<file path="config.mk">
export PLATFORM = sky130hd
export DESIGN_NAME = regfile_sequencer
export DESIGN_NICKNAME = d
export VERILOG_FILES = /design/src/rtl/regfile_sequencer_pkg.sv /design/src/rtl/regfile_sequencer_alu8.sv /design/src/rtl/regfile_sequencer.sv
export SDC_FILE = /design/constraint.sdc
export NUM_CORES = 1
export LEC_CHECK = 0
export CORE_ASPECT_RATIO = 0.9
export CORE_MARGIN = 2
export CORE_UTILIZATION = 30
export DETAILED_ROUTE_END_ITERATION = 6
export PLACE_DENSITY = 0.53
export SLEW_MARGIN = 40
export SYNTH_ARGS = -nofsm -noshare
export SYNTH_HDL_FRONTEND = slang
export SYNTH_SLANG_ARGS = --single-unit
</file>
<file path="constraint.sdc">
create_clock -name CLK -period 2.6 [get_ports CLK]
set_input_delay 0.26 -clock CLK [delete_from_list [all_inputs] [get_ports CLK]]
set_output_delay 0.26 -clock CLK [all_outputs]
set_load 0.05 [all_outputs]
</file>
<file path="src/rtl/regfile_sequencer_pkg.sv">
// Shared constants for the register-file sequencer: widths, opcodes and FSM encoding.
package regfile_pkg;
  localparam int DATA_W = 8;
  localparam int ADDR_W = 3;

  localparam logic [2:0] OP_NOP = 3'b000;
  localparam logic [2:0] OP_ADD = 3'b001;
  localparam logic [2:0] OP_SUB = 3'b010;
  localparam logic [2:0] OP_AND = 3'b011;
  localparam logic [2:0] OP_OR  = 3'b100;
  localparam logic [2:0] OP_XOR = 3'b101;
  localparam logic [2:0] OP_MOV = 3'b110;
  localparam logic [2:0] OP_LDI = 3'b111;

  typedef enum logic [2:0] {
    ST_IDLE = 3'd0,
    ST_READ = 3'd1,
    ST_EXEC = 3'd2,
    ST_WB1  = 3'd3,
    ST_WB2  = 3'd4
  } state_e;
endpackage

</file>
<file path="src/rtl/regfile_sequencer_alu8.sv">
// Combinational 8-bit ALU: result plus zero and carry/borrow flags.
module alu8
  import regfile_pkg::*;
(
  input  logic [2:0]        op,
  input  logic [DATA_W-1:0] a,
  input  logic [DATA_W-1:0] b,
  input  logic [DATA_W-1:0] imm,
  output logic [DATA_W-1:0] result,
  output logic              z,
  output logic              c
);
  logic [DATA_W:0] wide;

  always_comb begin
    wide   = '0;
    result = '0;
    c      = 1'b0;
    case (op)
      OP_ADD: begin
        wide   = {1'b0, a} + {1'b0, b};
        result = wide[DATA_W-1:0];
        c      = wide[DATA_W];
      end
      // The 9th bit of the widened difference is set exactly when a < b.
      OP_SUB: begin
        wide   = {1'b0, a} - {1'b0, b};
        result = wide[DATA_W-1:0];
        c      = wide[DATA_W];
      end
      OP_AND:  result = a & b;
      OP_OR:   result = a | b;
      OP_XOR:  result = a ^ b;
      OP_MOV:  result = a;
      OP_LDI:  result = imm;
      default: result = '0;
    endcase
    z = (result == '0);
  end
endmodule

</file>
<file path="src/rtl/regfile_sequencer.sv">
// Single-issue read / execute / write-back sequencer for the 8x8 register file.
module regfile_sequencer
  import regfile_pkg::*;
(
  input  logic              CLK,
  input  logic              RST,
  input  logic              in_valid,
  output logic              in_ready,
  input  logic [2:0]        in_op,
  input  logic [ADDR_W-1:0] in_rd,
  input  logic [ADDR_W-1:0] in_rs0,
  input  logic [ADDR_W-1:0] in_rs1,
  input  logic [DATA_W-1:0] in_imm,
  output logic [ADDR_W-1:0] rf_read_addr0,
  output logic [ADDR_W-1:0] rf_read_addr1,
  input  logic [DATA_W-1:0] rf_read_data0,
  input  logic [DATA_W-1:0] rf_read_data1,
  output logic [ADDR_W-1:0] rf_write_addr,
  output logic [DATA_W-1:0] rf_write_data,
  output logic              rf_load_enable,
  output logic              done,
  output logic [DATA_W-1:0] result,
  output logic              flag_z,
  output logic              flag_c
);
  state_e            state_q, state_d;
  logic [2:0]        op_q, op_d;
  logic [ADDR_W-1:0] rd_q, rd_d;
  logic [ADDR_W-1:0] rs0_q, rs0_d;
  logic [ADDR_W-1:0] rs1_q, rs1_d;
  logic [DATA_W-1:0] imm_q, imm_d;
  logic [DATA_W-1:0] result_q, result_d;
  logic              z_q, z_d;
  logic              c_q, c_d;
  logic              done_q, done_d;

  logic [DATA_W-1:0] alu_result;
  logic              alu_z;
  logic              alu_c;

  alu8 u_alu (
    .op     (op_q),
    .a      (rf_read_data0),
    .b      (rf_read_data1),
    .imm    (imm_q),
    .result (alu_result),
    .z      (alu_z),
    .c      (alu_c)
  );

  always_comb begin
    state_d  = state_q;
    op_d     = op_q;
    rd_d     = rd_q;
    rs0_d    = rs0_q;
    rs1_d    = rs1_q;
    imm_d    = imm_q;
    result_d = result_q;
    z_d      = z_q;
    c_d      = c_q;
    done_d   = 1'b0;
    case (state_q)
      // Source addresses are captured at accept so they are already on the read ports during READ.
      ST_IDLE: begin
        if (in_valid) begin
          op_d    = in_op;
          rd_d    = in_rd;
          rs0_d   = in_rs0;
          rs1_d   = in_rs1;
          imm_d   = in_imm;
          state_d = ST_READ;
        end
      end
      ST_READ: state_d = ST_EXEC;
      ST_EXEC: begin
        if (op_q == OP_NOP) begin
          done_d  = 1'b1;
          state_d = ST_IDLE;
        end else begin
          result_d = alu_result;
          z_d      = alu_z;
          c_d      = alu_c;
          state_d  = ST_WB1;
        end
      end
      ST_WB1:  state_d = ST_WB2;
      ST_WB2: begin
        done_d  = 1'b1;
        state_d = ST_IDLE;
      end
      default: state_d = ST_IDLE;
    endcase
  end

  always_ff @(posedge CLK or posedge RST) begin
    if (RST) begin
      state_q  <= ST_IDLE;
      op_q     <= OP_NOP;
      rd_q     <= '0;
      rs0_q    <= '0;
      rs1_q    <= '0;
      imm_q    <= '0;
      result_q <= '0;
      z_q      <= 1'b0;
      c_q      <= 1'b0;
      done_q   <= 1'b0;
    end else begin
      state_q  <= state_d;
      op_q     <= op_d;
      rd_q     <= rd_d;
      rs0_q    <= rs0_d;
      rs1_q    <= rs1_d;
      imm_q    <= imm_d;
      result_q <= result_d;
      z_q      <= z_d;
      c_q      <= c_d;
      done_q   <= done_d;
    end
  end

  // The file captures write data one edge after enable, so address and data stay stable across both WB states.
  assign in_ready       = (state_q == ST_IDLE);
  assign rf_read_addr0  = rs0_q;
  assign rf_read_addr1  = rs1_q;
  assign rf_load_enable = (state_q == ST_WB1) || (state_q == ST_WB2);
  assign rf_write_addr  = rd_q;
  assign rf_write_data  = result_q;
  assign done           = done_q;
  assign result         = result_q;
  assign flag_z         = z_q;
  assign flag_c         = c_q;
endmodule
</file>
==> results of run 1 <==
## registers in the layout, indices dropped and copies added (netlist names)
name,count
done,1
flag_c,1
flag_z,1
imm_q,8
op_q,3
result,8
rf_read_addr0,3
rf_read_addr1,3
rf_write_addr,3
state_q,3
## worst max path at each step
stage	start	endpoint	depth (start not counted)
finish	rf_read_data1[0]	flag_z$_DFFE_PP0P_	11
global placement	rf_read_data0[0]	flag_z$_DFFE_PP0P_	12
global route	rf_read_data1[2]	result[4]$_DFFE_PP0P_	10
floorplan	rf_read_data0[0]	flag_z$_DFFE_PP0P_	10
detailed placement	rf_read_data0[0]	flag_z$_DFFE_PP0P_	12
CTS	rf_read_data0[1]	flag_z$_DFFE_PP0P_	11
## worst register-to-register path: cells and delay by family, from the launching register on
kind | cells | cell delay (ns)
simple gates | 2 | 0.45
buf+inv | 2 | 0.44
compound gates | 4 | 0.61
mux | 1 | 0.14
flops | 1 | 0.60
## metrics by stage
| step | cells | power, mW | area, um2 | setup WS [ns] | TNS, ns |
|---|---|---|---|---|---|
| finish | 502 | 4.33 | 3830 | 0.153 | 0 |
| global route | 502 | 4.64 | 3830 | 0.00171 | 0 |
| CTS | 502 | 4.32 | 3770 | 0.0431 | 0 |
| detailed placement | 494 | 3.91 | 3680 | -0.228 | -0.963 |
| global placement | 494 | 3.89 | 3680 | -0.204 | -0.818 |
| floorplan | 283 | 2.92 | 2630 | 0.500 | 0 |
## cells by family after synthesis
logic type      Yosys count
compound gates           71
simple gates             67
buf+inv                  50
flops                    34
mux                      31
fa+ha+maj                26
xor+xnor                  4
## Yosys cell counts, types with 6 or more instances
library cell,instances
dfrtp_1,34
ha_1,24
inv_1,24
mux2_2,24
a21oi_1,21
nand2_1,15
nor2_1,15
o21ai_0,12
buf_4,9
clkbuf_1,9
nand3_1,8
nor3_1,8
mux2i_1,6
o221ai_1,6
## report_power, final
part	total [mW]	leakage [nW]	switching, mW	internal [mW]
clock network	0.397	0.0482	0.183	0.214
registers	1.03	0.415	0.244	0.785
logic	2.90	1.23	1.67	1.23
## area by class of cell
type	instances	area [um2]	share of cell area
Tap cell	119	149	0.0389
Clock buffer	7	86.3	0.0225
Clock inverter	1	5.00	0.00131
Inverter	25	96.3	0.0251
Timing Repair Buffer	117	1050	0.274
Multi-Input combinational cell	199	1590	0.416
Sequential cell	34	851	0.222
## layer usage
layer / global-route usage / part of all wire / vias up
met3: 0.0279 / 0.032 / 2
met5: 0 / 0 / -
li1: - / - / 1204
met4: 0.0167 / 0.0024 / 0
met1: 0.230 / 0.49 / 1137
met2: 0.250 / 0.47 / 40
==> results.yml, run 1 <==
layout:
  final_core_util: 0.449
  fillers: 830
  area_delta_synth_final_pct: 46.0
  final_cell_mix: "67 x clkdlybuf4s50_1, 49 x buf_4, 34 x dfrtp_1"
  num_antenna_cells: 0
  final_common_cell: "clkdlybuf4s50_1"
  layout-drive-gt1-share: 0.245
  nets: 447
global_route:
  antenna_found_initial: 0
  grtUsageTotal: 0.157
  grt_pass1_vias: 2368
  grt_pass1_wl_um: 11800
  grt_max_degree: 35
  grt-ovfl-total: 0
setup_path:
  cp_top_family: "compound AO/OA/AOI/OAI gates"
  r2r-start: "op_q[2]$_DFFE_PP0P_"
  end_kind: "flip-flop"
  crit_slowest_cell: "clkdlybuf4s50_1"
  cp_common_cell: "nor3_2"
  reg2reg_to: "flag_z$_DFFE_PP0P_"
  worst_ep_arrival_time_ns: 2.62
  cp_data_required_time_ns: 2.77
  rrSetupSlack_ns: 0.25
  cp_max_fo: 3
  cp_cell_sequence: "clkdlybuf4s50_1 > ha_2 > fa_2 > nor3_2 > nor3_2 > o31ai_1 > buf_4 > a32oi_1 > a21oi_1 > a211oi_2 > a32o_1"
  slowest_delay_ns: 0.45
  startpoint_type: "input pin"
  worst-setup-path-type: "in2reg"
  path_buf_inv: 2
  reg2reg_depth: 9
floorplan:
  ios: 69
  core_um2: 8530
  row_count: 32
  die_w_um: 103
  die_area_um2: 9520
  die_h_um: 92.7
  initial_core_util: 0.308
synth:
  synth_simple_gate_area_frac: 0.129
  synthAdderAreaFrac: 0.130
  synth_top_area_share: 0.324
  syn_inst: 283
  syn_nets: 348
  synth-compound-area-share: 0.183
  synth_xor_area_frac: 0.0133
  synth_mux_area_frac: 0.130
  ys.warnings.count: 0
  synth_area_leader_cell: "dfrtp_1"
  async_flop_share: 1.00
  synth_top_family_by_area: "compound AO/OA/AOI/OAI gates"
  ys_ff_latch: 34
  yosysUniqueCellTypes: 49
  syn_area_um2: 2630
  synth-edff-count: 0
  ys_seq_area_frac: 0.324
  synth_area_leaders: "dfrtp_1 32%, ha_1 11%, mux2_2 10%"
  syn_area_per_cell_um2: 9.28
  synthFlopType: "dfrtp_1"
sta:
  fin_crit_ns: 2.45
  finalCritPeriodShare: 0.941
  max_freq_ghz: 0.409
  worst_hold_slack_ns: 0.420
  worst_pin_slew_ns: 0.601
  report.final.slew_viol_count: 0
  hold_viol: 0
  finClkSkew_ns: 0.00635
  rsz0062_at_grt: "false"
  relSlewSlack: 0.599
  setup-violations-final: 0
detailed_routing:
  via_per_inst: 4.75
  drc: 0
  via_count: 2383
  final_antenna_net_count: 0
  wl_um: 7180
  wl_per_cell_um: 14.3
  drt_pass1_iterations: 4
  drtIter0Drc: 86
clock_network:
  path_clk_slew_ns: 0.07
  ctsRootBufferMaster: "clkbuf_8"
  cts.htree.levels: 2
  clock_sinks: 34
  clk_path_buf_depth: 2
  cts_tree: "done"
  insertion_delay_ns: 0.28
  postCtsSetupBuffers: 0
  cts_buffers: 5
  cts_resized: 0
  ctsHoldBuffers: 0
placed_design:
  portBuffers: 68
  hpwl_um: 5710
  gp_congestion: 0.849
min_path:
  min_path_type: "in2async"
run_status:
  outcome: "finished clean"
power_and_ir_drop:
  pwr_density_cell_nw_per_um2: 1130
  ir_drop_mv: 0.609
  p_leak_nw: 1.69
job:
  cap_violations: 0
No activity file was read; power rests on OpenSTA's default activity.
==> run 2, diff against run 1 <==
- REMOVE_ABC_BUFFERS: unset -> 1
==> run 2 against run 1 <==
First-iteration DRC count decreased by 27%. Cell area decreased by 1.9%. Final cell count decreased by 1.6%. Clock skew increased by 0.0010 ns. Global-route usage decreased by 0.62 points. Critical path depth decreased by 1. Worst setup slack got worse by 0.025 ns. Core utilization decreased by 0.87 points.
==> results.yml, run 2 (synthesis results as in run 1) <==
job:
  cap_violations: 0
detailed_routing:
  drtIter0Drc: 63
  wl_um: 6870
  via_count: 2382
  drc: 0
  wl_per_cell_um: 13.9
  final_antenna_net_count: 0
  via_per_inst: 4.82
  drt_pass1_iterations: 4
layout:
  fillers: 855
  final_core_util: 0.441
  nets: 441
  area_delta_synth_final_pct: 43.2
  fin_area_um2: 3760
  num_antenna_cells: 0
  final_cell_mix: "68 x clkdlybuf4s50_1, 43 x buf_4, 34 x dfrtp_1"
  layout-drive-gt1-share: 0.227
  final_common_cell: "clkdlybuf4s50_1"
floorplan:
  ios: 69
  core_um2: 8530
  initial_core_util: 0.308
  die_w_um: 103
  die_h_um: 92.7
  row_count: 32
  die_area_um2: 9520
power_and_ir_drop:
  p_leak_nw: 1.65
  total_power_mw: 4.25
  pwr_density_cell_nw_per_um2: 1130
  ir_drop_mv: 0.693
sta:
  max_freq_ghz: 0.404
  finClkSkew_ns: 0.00736
  hold_viol: 0
  setup-violations-final: 0
  fin_crit_ns: 2.47
  fin_setup_tns_ns: 0
  report.final.slew_viol_count: 0
  rsz0062_at_grt: "false"
  worst_pin_slew_ns: 0.698
  relSlewSlack: 0.535
  finalCritPeriodShare: 0.951
global_route:
  grt_pass1_vias: 2352
  grt_max_degree: 35
  antenna_found_initial: 0
  grt_pass1_wl_um: 11300
  grt-ovfl-total: 0
  grtUsageTotal: 0.151
clock_network:
  cts.htree.levels: 2
  ctsRootBufferMaster: "clkbuf_8"
  cts_tree: "done"
  path_clk_slew_ns: 0.07
  insertion_delay_ns: 0.28
  ctsHoldBuffers: 0
  cts_buffers: 5
  clock_sinks: 34
  clk_path_buf_depth: 2
setup_path:
  worst_ep_arrival_time_ns: 2.64
  cp_common_cell: "a21oi_1"
  cp_cell_sequence: "clkdlybuf4s50_1 > buf_4 > ha_1 > fa_1 > a21oi_1 > o221ai_1 > a21o_1 > a21oi_1 > o32ai_1 > mux2_2"
  cp_data_required_time_ns: 2.77
  slowest_delay_ns: 0.42
  worst-setup-path-type: "in2reg"
  end_kind: "flip-flop"
  crit_slowest_cell: "clkdlybuf4s50_1"
  cp_max_fo: 3
  startpoint_type: "input pin"
placed_design:
  hpwl_um: 5440
  place_area_um2: 3640
  portBuffers: 68
  gp_congestion: 0.834
run_status:
  outcome: "finished clean"
min_path:
  min_path_type: "in2async"
run 2: cell types whose count changed in the layout (fill, tap and decap cells not counted), sizes merged:
cell / previous run / this run
buf: 49 / 43
clkbuf: 7 / 6
clkdlybuf4s50: 67 / 68
clkinv: 1 / 0
dlymetal6s2s: 1 / 0
run 2: worst paths after layout:
path	cells after the start	to	from	slack, ns
worst max-delay path	10	flag_c$_DFFE_PP0P_	rf_read_data0[0]	0.13
worst min-delay path	3	rf_write_addr[0]$_DFFE_PP0P_	RST	0.37
worst max register to register	6	result[7]$_DFFE_PP0P_	op_q[2]$_DFFE_PP0P_	0.22
worst min register to register	1	rf_read_addr0[1]$_DFFE_PP0P_	rf_read_addr0[1]$_DFFE_PP0P_	0.51
max in group asynchronous	3	result[7]$_DFFE_PP0P_	RST	1.92
min in group CLK	1	rf_read_addr0[1]$_DFFE_PP0P_	rf_read_addr0[1]$_DFFE_PP0P_	0.51
run 2: per-layer routing:
| metal | GRT usage | part of all wire | vias to the layer above |
|---|---|---|---|
| li1 | - | - | 1186 |
| met1 | 0.220 | 0.49 | 1138 |
| met2 | 0.234 | 0.45 | 52 |
| met3 | 0.0309 | 0.051 | 6 |
| met4 | 0.0233 | 0.0093 | 0 |
| met5 | 0 | 0 | - |
run 2: layout make-up:
class,count,area [um2],area share
timing repair buffer,111,1000,0.267
tap,119,149,0.0396
multi-input combinational,199,1580,0.419
sequential,34,851,0.226
clock buffer,6,82.6,0.0220
inverter,25,96.3,0.0256
run 2: stage by stage:
step | std cells | hold WS [ns] | worst slack, ns
global route | 494 | 0.408 | 0.0167
detailed placement | 488 | 0.494 | -0.258
global placement | 488 | 0.491 | -0.178
CTS | 494 | 0.382 | 0.0225
finish | 494 | 0.369 | 0.127
floorplan | 258 | 0.377 | 0.467
run 2: timing repair:
item                       4_1_cts  5_1_grt
hold endpoints to repair         0        0
setup endpoints to repair        0        4
gates resized for setup          0       10
setup buffers                    0        0
run 2: power breakdown:
part / leakage (nW) / switching, mW / internal, mW / total, mW
clock: 0.0431 / 0.173 / 0.204 / 0.377
sequential: 0.415 / 0.260 / 0.785 / 1.04
combinational: 1.19 / 1.63 / 1.19 / 2.82
total: 1.65 / 2.07 / 2.18 / 4.25
run 2: worst max-delay path: cells and delay by family:
family	cells	cell delay, ns
AO/OA/AOI/OAI	5	0.93
adder cells (fa/ha/maj)	2	0.61
buffers and inverters	2	0.56
multiplexers	1	0.27
==> run 3, diff against run 2 <==
- CORE_MARGIN: 2 -> unset
- TNS_END_PERCENT: unset -> 5
==> run 3 against run 2 <==
Worst hold slack got worse by 0.0025 ns. Flip-flop and latch count unchanged. Maximum frequency increased by 0.72%. Critical path depth increased by 1. Largest power group unchanged. Via count decreased by 0.76%. First-iteration DRC count increased by 75%. Cell area decreased by 0.33%. Clock skew decreased by 0.0036 ns. Combinational power about the same. Worst setup slack improved by 0.018 ns. Core utilization increased by 1.3 points. Final cell count decreased by 0.81%.
==> results.yml, run 3 (synthesis results as in run 1) <==
floorplan:
  die_h_um: 90.7
  row_count: 31
  die_w_um: 101
  initial_core_util: 0.318
  die_area_um2: 9130
  ios: 69
  core_um2: 8260
sta:
  max_freq_ghz: 0.407
  fin_crit_ns: 2.46
  setup_ws_ns: 0.145
  finalCritPeriodShare: 0.944
  report.final.slew_viol_count: 0
  hold_viol: 0
  worst_pin_slew_ns: 0.660
  rsz0062_at_grt: "false"
  relSlewSlack: 0.560
  finClkSkew_ns: 0.00374
  setup-violations-final: 0
layout:
  layout-drive-gt1-share: 0.216
  final_cell_mix: "68 x clkdlybuf4s50_1, 41 x buf_4, 34 x dfrtp_1"
  nets: 439
  area_delta_synth_final_pct: 42.7
  final_common_cell: "clkdlybuf4s50_1"
  fillers: 814
  num_antenna_cells: 0
clock_network:
  ctsRootBufferMaster: "clkbuf_8"
  clock_sinks: 34
  cts.htree.levels: 2
  postCtsSetupBuffers: 0
  cts_tree: "done"
  path_clk_slew_ns: 0.07
  clk_path_buf_depth: 2
  cts_buffers: 5
  ctsHoldBuffers: 0
  insertion_delay_ns: 0.28
  cts_resized: 0
detailed_routing:
  drt_pass1_iterations: 4
  drc: 0
  via_per_inst: 4.82
  highest_layer: "met4"
  wl_met2_um: 3190
  wl_um: 6920
  drtIter0Drc: 110
  wl_per_cell_um: 14.1
  via_count: 2364
  met3_length_um: 317
  final_antenna_net_count: 0
  wl_met1_um: 3380
global_route:
  antenna_found_initial: 0
  grt_pass1_vias: 2291
  grtUsageTotal: 0.157
  grt_max_degree: 35
  grt-ovfl-total: 0
  grt_pass1_wl_um: 11300
power_and_ir_drop:
  pwr_density_cell_nw_per_um2: 1150
  total_power_mw: 4.29
  p_leak_nw: 1.65
  ir_drop_mv: 0.874
setup_path:
  worst-setup-path-type: "in2reg"
  cp_cell_sequence: "clkdlybuf4s50_1 > inv_1 > ha_1 > nor3_2 > nor3_1 > o31ai_1 > buf_4 > o21a_1 > a21oi_1 > a211oi_2 > a32o_1"
  reg2reg_depth: 7
  cp_max_fo: 8
  slowest_delay_ns: 0.47
  worst_ep_arrival_time_ns: 2.63
  cp_data_required_time_ns: 2.77
  crit_slowest_cell: "clkdlybuf4s50_1"
  startpoint_type: "input pin"
  end_kind: "flip-flop"
placed_design:
  hpwl_um: 5420
  gp_congestion: 0.850
  portBuffers: 68
  place_ws_ns: -0.274
job:
  cap_violations: 0
min_path:
  min_path_type: "in2async"
run_status:
  outcome: "finished clean"
-- run 3: area by class of cell --
| type | count | area (um2) | share of cell area |
|---|---|---|---|
| flip-flops and latches | 34 | 851 | 0.227 |
| multi-input cells | 199 | 1560 | 0.415 |
| inverters | 25 | 96.3 | 0.0257 |
| repair buffers | 109 | 988 | 0.264 |
| clock buffers | 8 | 110 | 0.0294 |
| well taps | 115 | 144 | 0.0384 |
-- run 3: per-layer routing --
| layer | GRT usage | up-vias |
|---|---|---|
| li1 | - | 1189 |
| met1 | 0.225 | 1103 |
| met2 | 0.248 | 68 |
| met3 | 0.0302 | 4 |
| met4 | 0.0229 | 0 |
| met5 | 0 | - |
-- run 3: path summary, 6_finish.rpt --
kind / start / to / slack [ns]
hold reg to reg: rf_read_addr1[0]$_DFFE_PP0P_ / rf_read_addr1[0]$_DFFE_PP0P_ / 0.51
min in group CLK: rf_read_addr1[0]$_DFFE_PP0P_ / rf_read_addr1[0]$_DFFE_PP0P_ / 0.51
max in group asynchronous: RST / state_q[2]$_DFFE_PP0P_ / 1.93
setup / recovery: rf_read_data1[2] / flag_z$_DFFE_PP0P_ / 0.14
hold / removal: RST / result[0]$_DFFE_PP0P_ / 0.37
setup reg to reg: op_q[2]$_DFFE_PP0P_ / flag_z$_DFFE_PP0P_ / 0.28
-- run 3: worst max-delay path: cells and delay by family --
family          cells  cell delay [ns]
simple gates        2             0.44
compound gates      5             0.77
buf+inv             3             0.69
fa+ha+maj           1             0.46
-- run 3: where the power goes --
part | leakage [nW] | switching [mW] | total (mW) | internal, mW
Combinational | 1.18 | 1.63 | 2.80 | 1.18
Sequential | 0.415 | 0.251 | 1.04 | 0.785
Clock | 0.0575 | 0.188 | 0.455 | 0.267
-- run 3: stage by stage --
step | std cells | area [um2] | hold slack (ns) | setup TNS (ns) | util
floorplan | 258 | 2480 | 0.377 | 0 | -
global placement | 482 | 3620 | 0.492 | -1.08 | 0.438
detailed placement | 482 | 3620 | 0.496 | -1.07 | 0.438
CTS | 490 | 3730 | 0.384 | 0 | 0.451
global route | 490 | 3750 | 0.422 | 0 | 0.453
finish | 490 | 3750 | 0.366 | 0 | 0.453
==> RTL edit 1 (flow settings as in run 1) <==
Take the reset off `result_q` and load it in a clocked block of its own.
--- a/src/rtl/regfile_sequencer.sv
+++ b/src/rtl/regfile_sequencer.sv
@@ -102,3 +102,2 @@
       imm_q    <= '0;
-      result_q <= '0;
       z_q      <= 1'b0;
@@ -113,3 +112,2 @@
       imm_q    <= imm_d;
-      result_q <= result_d;
       z_q      <= z_d;
@@ -118,2 +116,6 @@
     end
+  end
+
+  always_ff @(posedge CLK) begin
+    result_q <= result_d;
   end
Formal check against the unedited RTL: differs if RST is asserted again (counterexample within 4 cycles, from zero or initial values and one cycle with RST high); with RST held inactive, the same outputs for 10 cycles.
==> RTL edit 1 against run 1 <==
  * Sequential cell count unchanged
  * Synthesized area increased by 2.6%
  * Register-to-register slack got worse by 50 ps
  * Non-clock buffer count decreased by 14
  * Worst setup slack improved by 15 ps
  * Cell area decreased by 2.4%
  * Clock power decreased by 5.3%
  * Wire length decreased by 0.53%
  * Power decreased by 3.1%
  * Critical endpoint is now result[7]
==> RTL edit 1: results (changes against run 1) <==
stage	metric	value	unit	change
detailed_routing	routed len/inst	14.8	um	was 14.3 um
synth	synth cell count leaders	26 x dfrtp_1, 24 x ha_1, 24 x mux2_2, 22 x inv_1, 19 x nor2_1		was 34 x dfrtp_1, 24 x ha_1, 24 x inv_1, 24 x mux2_2, 21 x a21oi_1
detailed_routing	first drt pass iteration count	4		unchanged
power_and_ir_drop	Worst VDD drop	0.000561	V	was 0.000609 V
timing	Slew @ Worst Pin	683	ps	was 601 ps
detailed_routing	drt total wl	7140	um	was 7180 um
placement	placed cell count	473		was 494
detailed_routing	WL met1	3370	um	was 3530 um
synth	Post-Syn Nets	339		was 348
detailed_routing	wire length on met2	3270	um	was 3410 um
power_and_ir_drop	Leak	1.65	nW	was 1.69 nW
worst_setup_path	FF-to-FF setup slack	200	ps	was 250 ps
cells_and_area	final net count	427		was 447
worst_setup_path	Worst EP arrival	2440	ps	was 2620 ps
synth	multiplexer share of the synthesized area	0.127		was 0.130
cells_and_area	Fill cells	891		was 830
synth	Async SR Flop Fraction	0.765		was 1.00
detailed_routing	initial drt markers	145		was 86
cells_and_area	share of cells above drive strength 1	0.262		was 0.245
synth	Synth warnings	0		unchanged
synth	Post-synth EDFFs	8		was 0
synth	top post-synthesis cells by area	dfrtp_1 24%, ha_1 11%, mux2_2 10%		was dfrtp_1 32%, ha_1 11%, mux2_2 10%
synth	count of different cell masters after synthesis	62		was 49
detailed_routing	Vias per Instance	4.91		was 4.75
synth	Syn Area/Cell	9.83	um2	was 9.28 um2
worst_setup_path	Worst R2R Path Depth	8		was 9
synth	Synth Area in Adders	0.126		was 0.130
worst_setup_path	CP delay by family, top	compound AO/OA/AOI/OAI gates		unchanged
placement	Final HPWL DP	5620	um	was 5710 um
synth	compound-cell area share of the yosys netlist	0.180		was 0.183
global_route	largest net degree at the start of global routing	27		was 35
synth	sequential share of the synthesized area	0.331		was 0.324
global_route	number of global-route vias before repair	2370		was 2,368
detailed_routing	Detail Route met3 WL	389	um	was 228 um
global_route	GRT Total Usage	0.148		was 0.157
synth	Post-Synth XOR/XNOR Area	0.00325		was 0.0133
placement	RD Place Congestion	0.896		was 0.849
clock_network	H-tree depth	2		unchanged
timing	clk_skew	7.21	ps	was 6.35 ps
power_and_ir_drop	Sw Share	0.486		was 0.485
worst_setup_path	crit-path max FO	3		unchanged
status	status	finished, final reports clean		unchanged
[RTL edit 1: cell count changes after synthesis, sizes merged, moves of 4 or more]
cell	run 1	this run
a21oi	21	14
nor2	15	20
clkbuf	10	5
xnor2	4	0
dfrtp	34	26
o221a	1	5
edfxtp	0	8
o221ai	6	1
[RTL edit 1: power by group through the flow]
stage	combinational (mW)	clock, mW	sequential, mW
2_1_floorplan	1.48	0	1.47
3_3_place_gp	2.71	0	1.07
3_5_place_dp	2.72	0	1.08
4_1_cts	2.73	0.392	1.07
5_1_grt	2.92	0.418	1.11
6_report	2.75	0.376	1.07
[RTL edit 1: routing by layer]
| layer | global-route usage | up-vias |
|---|---|---|
| li1 | - | 1154 |
| met1 | 0.206 | 1133 |
| met2 | 0.230 | 72 |
| met3 | 0.0291 | 10 |
| met4 | 0.0484 | 0 |
| met5 | 0 | - |
[RTL edit 1: through the flow]
stage	hold slack [ps]	total power [mW]	util	worst slack [ps]	cell area, um2
3_5_place_dp	495	3.80	0.420	-297	3630
4_1_cts	340	4.20	0.430	9.89	3720
3_3_place_gp	494	3.78	0.420	-249	3630
2_1_floorplan	300	2.95	-	385	2690
6_report	337	4.19	0.432	168	3740
5_1_grt	379	4.45	0.432	37.2	3740
[RTL edit 1: what timing repair did]
item / CTS / global route
pin swaps: 2 / 5
buffers inserted: 0 / 1
resized for setup: 2 / 5
endpoints found under the setup margin: 1 / 2
[RTL edit 1: worst max path at each step]
stage / start / end / depth (start not counted)
6_report: rf_read_data1[5] / result[7] / 9
5_1_grt: op_q[2] / flag_z / 7
4_1_cts: rf_read_data0[0] / flag_z / 10
3_5_place_dp: rf_read_data0[0] / flag_z / 10
3_3_place_gp: rf_read_data0[0] / flag_z / 10
2_1_floorplan: rf_read_data0[0] / flag_z / 9
[RTL edit 1: area by class of cell]
class	count	area [um2]	share of cell area
Tap cell	119	149	0.0398
Timing Repair Buffer	103	953	0.255
Clock buffer	6	72.6	0.0194
Sequential cell	34	891	0.238
Inverter	23	86.3	0.0231
Clock inverter	2	10.0	0.00268
Multi-Input combinational cell	195	1580	0.422
[RTL edit 1: worst reg2reg max path, delay by kind of cell, from the launching register on]
family	cells	cell delay, ps
AOI/OAI and AO/OA	4	870
DFF	1	780
and+or+nand+nor	3	370
buffers and inverters	1	300
[RTL edit 1: logic make-up after synthesis]
logic type | after synthesis
flip-flops | 34
AO/OA/AOI/OAI | 65
XOR/XNOR | 1
adder cells (fa/ha/maj) | 26
AND/OR/NAND/NOR | 72
buffers and inverters | 45
multiplexers | 31
==> RTL edit 2 (config.mk and constraints of run 1) <==
Without the edit above. Change the package constant `DATA_W` from 8 to 6.
--- a/src/rtl/regfile_sequencer_pkg.sv
+++ b/src/rtl/regfile_sequencer_pkg.sv
@@ -2,3 +2,3 @@
 package regfile_pkg;
-  localparam int DATA_W = 8;
+  localparam int DATA_W = 6;
   localparam int ADDR_W = 3;
Ports: changed (5 resized); port bits go from 69 to 59. No check against the original RTL was run, so the function may have changed too.
==> RTL edit 2 against run 1 <==
  * Synthesized area down 19%
  * Wire length down 29%
  * Hold slack lost 68 ps
  * Sequential cell count fell by 4
  * Power fell by 19%
  * Sequential share of layout area is 3.1 points higher
  * Worst setup slack got worse by 25 ps
  * Cell area shrank 23%
  * Critical endpoint unchanged
  * Largest cell class unchanged
==> RTL edit 2: results (changes against run 1) <==
stage	metric	value	unit	change
status	status	finished, final reports clean		unchanged
synth	Post-Syn Nets	274		was 348
detailed_routing	Detail Route met3 WL	292	um	was 228 um
synth	top post-synthesis cells by area	dfrtp_1 35%, ha_1 11%, mux2_2 9.0%		was dfrtp_1 32%, ha_1 11%, mux2_2 10%
placement	Final HPWL DP	4040	um	was 5710 um
synth	multiplexer share of the synthesized area	0.132		was 0.130
clock_network	clk_lat worst skew	270	ps	
synth	prevailing post-synth register cell	dfrtp_1		unchanged
global_route	GRT Total Usage	0.134		was 0.157
detailed_routing	routed vias	1831		was 2,383
power_and_ir_drop	Worst VDD drop	0.000601	V	was 0.000609 V
cells_and_area	Fill cells	697		was 830
detailed_routing	first drt pass iteration count	4		unchanged
timing	Slew @ Worst Pin	739	ps	was 601 ps
worst_setup_path	crit path from	rf_read_data0[0]		was rf_read_data1[0]
worst_setup_path	FF-to-FF setup slack	330	ps	was 250 ps
global_route	first-pass GRT wire length	8510	um	was 11,800 um
synth	sequential share of the synthesized area	0.352		was 0.324
worst_setup_path	Critical R2R Launch	op_q[2]		unchanged
clock_network	Longest Clk Path Bufs	2		unchanged
timing	clk_skew	5.38	ps	was 6.35 ps
synth	Post-Synth XOR/XNOR Area	0.00822		was 0.0133
clock_network	total setup buffers inserted after CTS	0		unchanged
placement	placed cell area	0.00288	mm2	was 0.00368 mm2
synth	compound-cell area share of the yosys netlist	0.183		about the same
power_and_ir_drop	NetSw	1.73	mW	was 2.10 mW
placement	RD Place Congestion	0.873		was 0.849
placement	IO Port Bufs	58		was 68
synth	Synth Area in Adders	0.124		was 0.130
detailed_routing	drt total wl	5110	um	was 7180 um
global_route	initial antenna violation count	0		unchanged
power_and_ir_drop	Leak	1.32	nW	was 1.69 nW
worst_setup_path	Worst EP arrival	2630	ps	was 2620 ps
cells_and_area	final net count	343		was 447
synth	Async SR Flop Fraction	1.00		unchanged
cells_and_area	share of cells above drive strength 1	0.179		was 0.245
synth	synth cell count leaders	30 x dfrtp_1, 20 x inv_1, 18 x ha_1, 17 x mux2_2, 16 x nor2_1		was 34 x dfrtp_1, 24 x ha_1, 24 x inv_1, 24 x mux2_2, 21 x a21oi_1
synth	count of different cell masters after synthesis	47		was 49
detailed_routing	initial drt markers	105		was 86
detailed_routing	wire length on met2	2260	um	was 3410 um
hold_path	HP Class	input port to asynchronous set/reset pin		unchanged
worst_setup_path	Worst R2R Path Depth	6		was 9
global_route	largest net degree at the start of global routing	31		was 35
worst_setup_path	Critical Path Max Stage Delay	510	ps	was 450 ps
cells_and_area	antenna diode count	0		unchanged
detailed_routing	WL met1	2540	um	was 3530 um
==> RTL edit 2: cell count changes in the layout (fill, tap and decap cells not counted), sizes merged, moves of 5 or more <==
cell and delta:
clkdlybuf4s50 -9, nand3 -6, a21oi -9, mux2 -8, buf -31, ha -6, o221ai -5
==> RTL edit 2: how the worst max path moves through the flow <==
| stage | to | cells past startpoint | slack (ps) |
|---|---|---|---|
| 2_1_floorplan | flag_z | 9 | 580 |
| 3_3_place_gp | result[5] | 9 | -60 |
| 3_5_place_dp | flag_z | 10 | -160 |
| 4_1_cts | flag_z | 10 | 110 |
| 5_1_grt | flag_z | 10 | 20 |
| 6_report | flag_z | 10 | 130 |
==> RTL edit 2: stage by stage <==
stage / std cells / setup WS (ps) / total power, mW / hold WS (ps)
floorplan: 221 / 577 / 2.49 / 351
global placement: 376 / -64.8 / 3.18 / 489
detailed placement: 376 / -162 / 3.19 / 494
CTS: 383 / 107 / 3.55 / 361
global route: 383 / 23.6 / 3.75 / 389
finish: 383 / 128 / 3.52 / 352
==> RTL edit 2: repair_timing <==
action                                  CTS  global route
resized for setup                         0             2
endpoints found under the setup margin    0             1
hold buffers                              0             0
==> RTL edit 2: layer usage <==
metal  vias up  track usage
li1        911            -
met1       866        0.191
met2        52        0.210
met3         2       0.0343
met4         0       0.0201
met5         -            0
==> RTL edit 2: power groups by stage <==
stage	clock network [mW]	registers (mW)	logic (mW)
after floorplan	0	1.31	1.17
after global placement	0	0.940	2.24
after detailed placement	0	0.945	2.24
after CTS	0.359	0.938	2.25
after global routing	0.379	0.978	2.40
final	0.341	0.933	2.24
==> RTL edit 2: cells by family (layout without fill, tap and decap cells) <==
logic type,count (synthesis),in the layout
AO/OA/AOI/OAI,53,53
XOR/XNOR,2,2
adder cells (fa/ha/maj),20,20
AND/OR/NAND/NOR,55,55
buffers and inverters,35,104
multiplexers,26,26
flip-flops,30,30
==> RTL edit 2: worst max-delay path: cells and delay by family <==
kind / cells / cell delay [ps]
adders and majority gates: 2 / 600
buffers and inverters: 2 / 570
and+or+nand+nor: 3 / 330
AOI/OAI and AO/OA: 3 / 880
==> RTL edit 2: layout make-up <==
| type | count | area (um2) | area share |
|---|---|---|---|
| Tap cell | 93 | 116 | 0.0393 |
| Clock inverter | 2 | 10.0 | 0.00338 |
| Multi-Input combinational cell | 156 | 1220 | 0.413 |
| Inverter | 21 | 78.8 | 0.0266 |
| Sequential cell | 30 | 751 | 0.253 |
| Clock buffer | 5 | 68.8 | 0.0232 |
| Timing Repair Buffer | 76 | 716 | 0.242 |
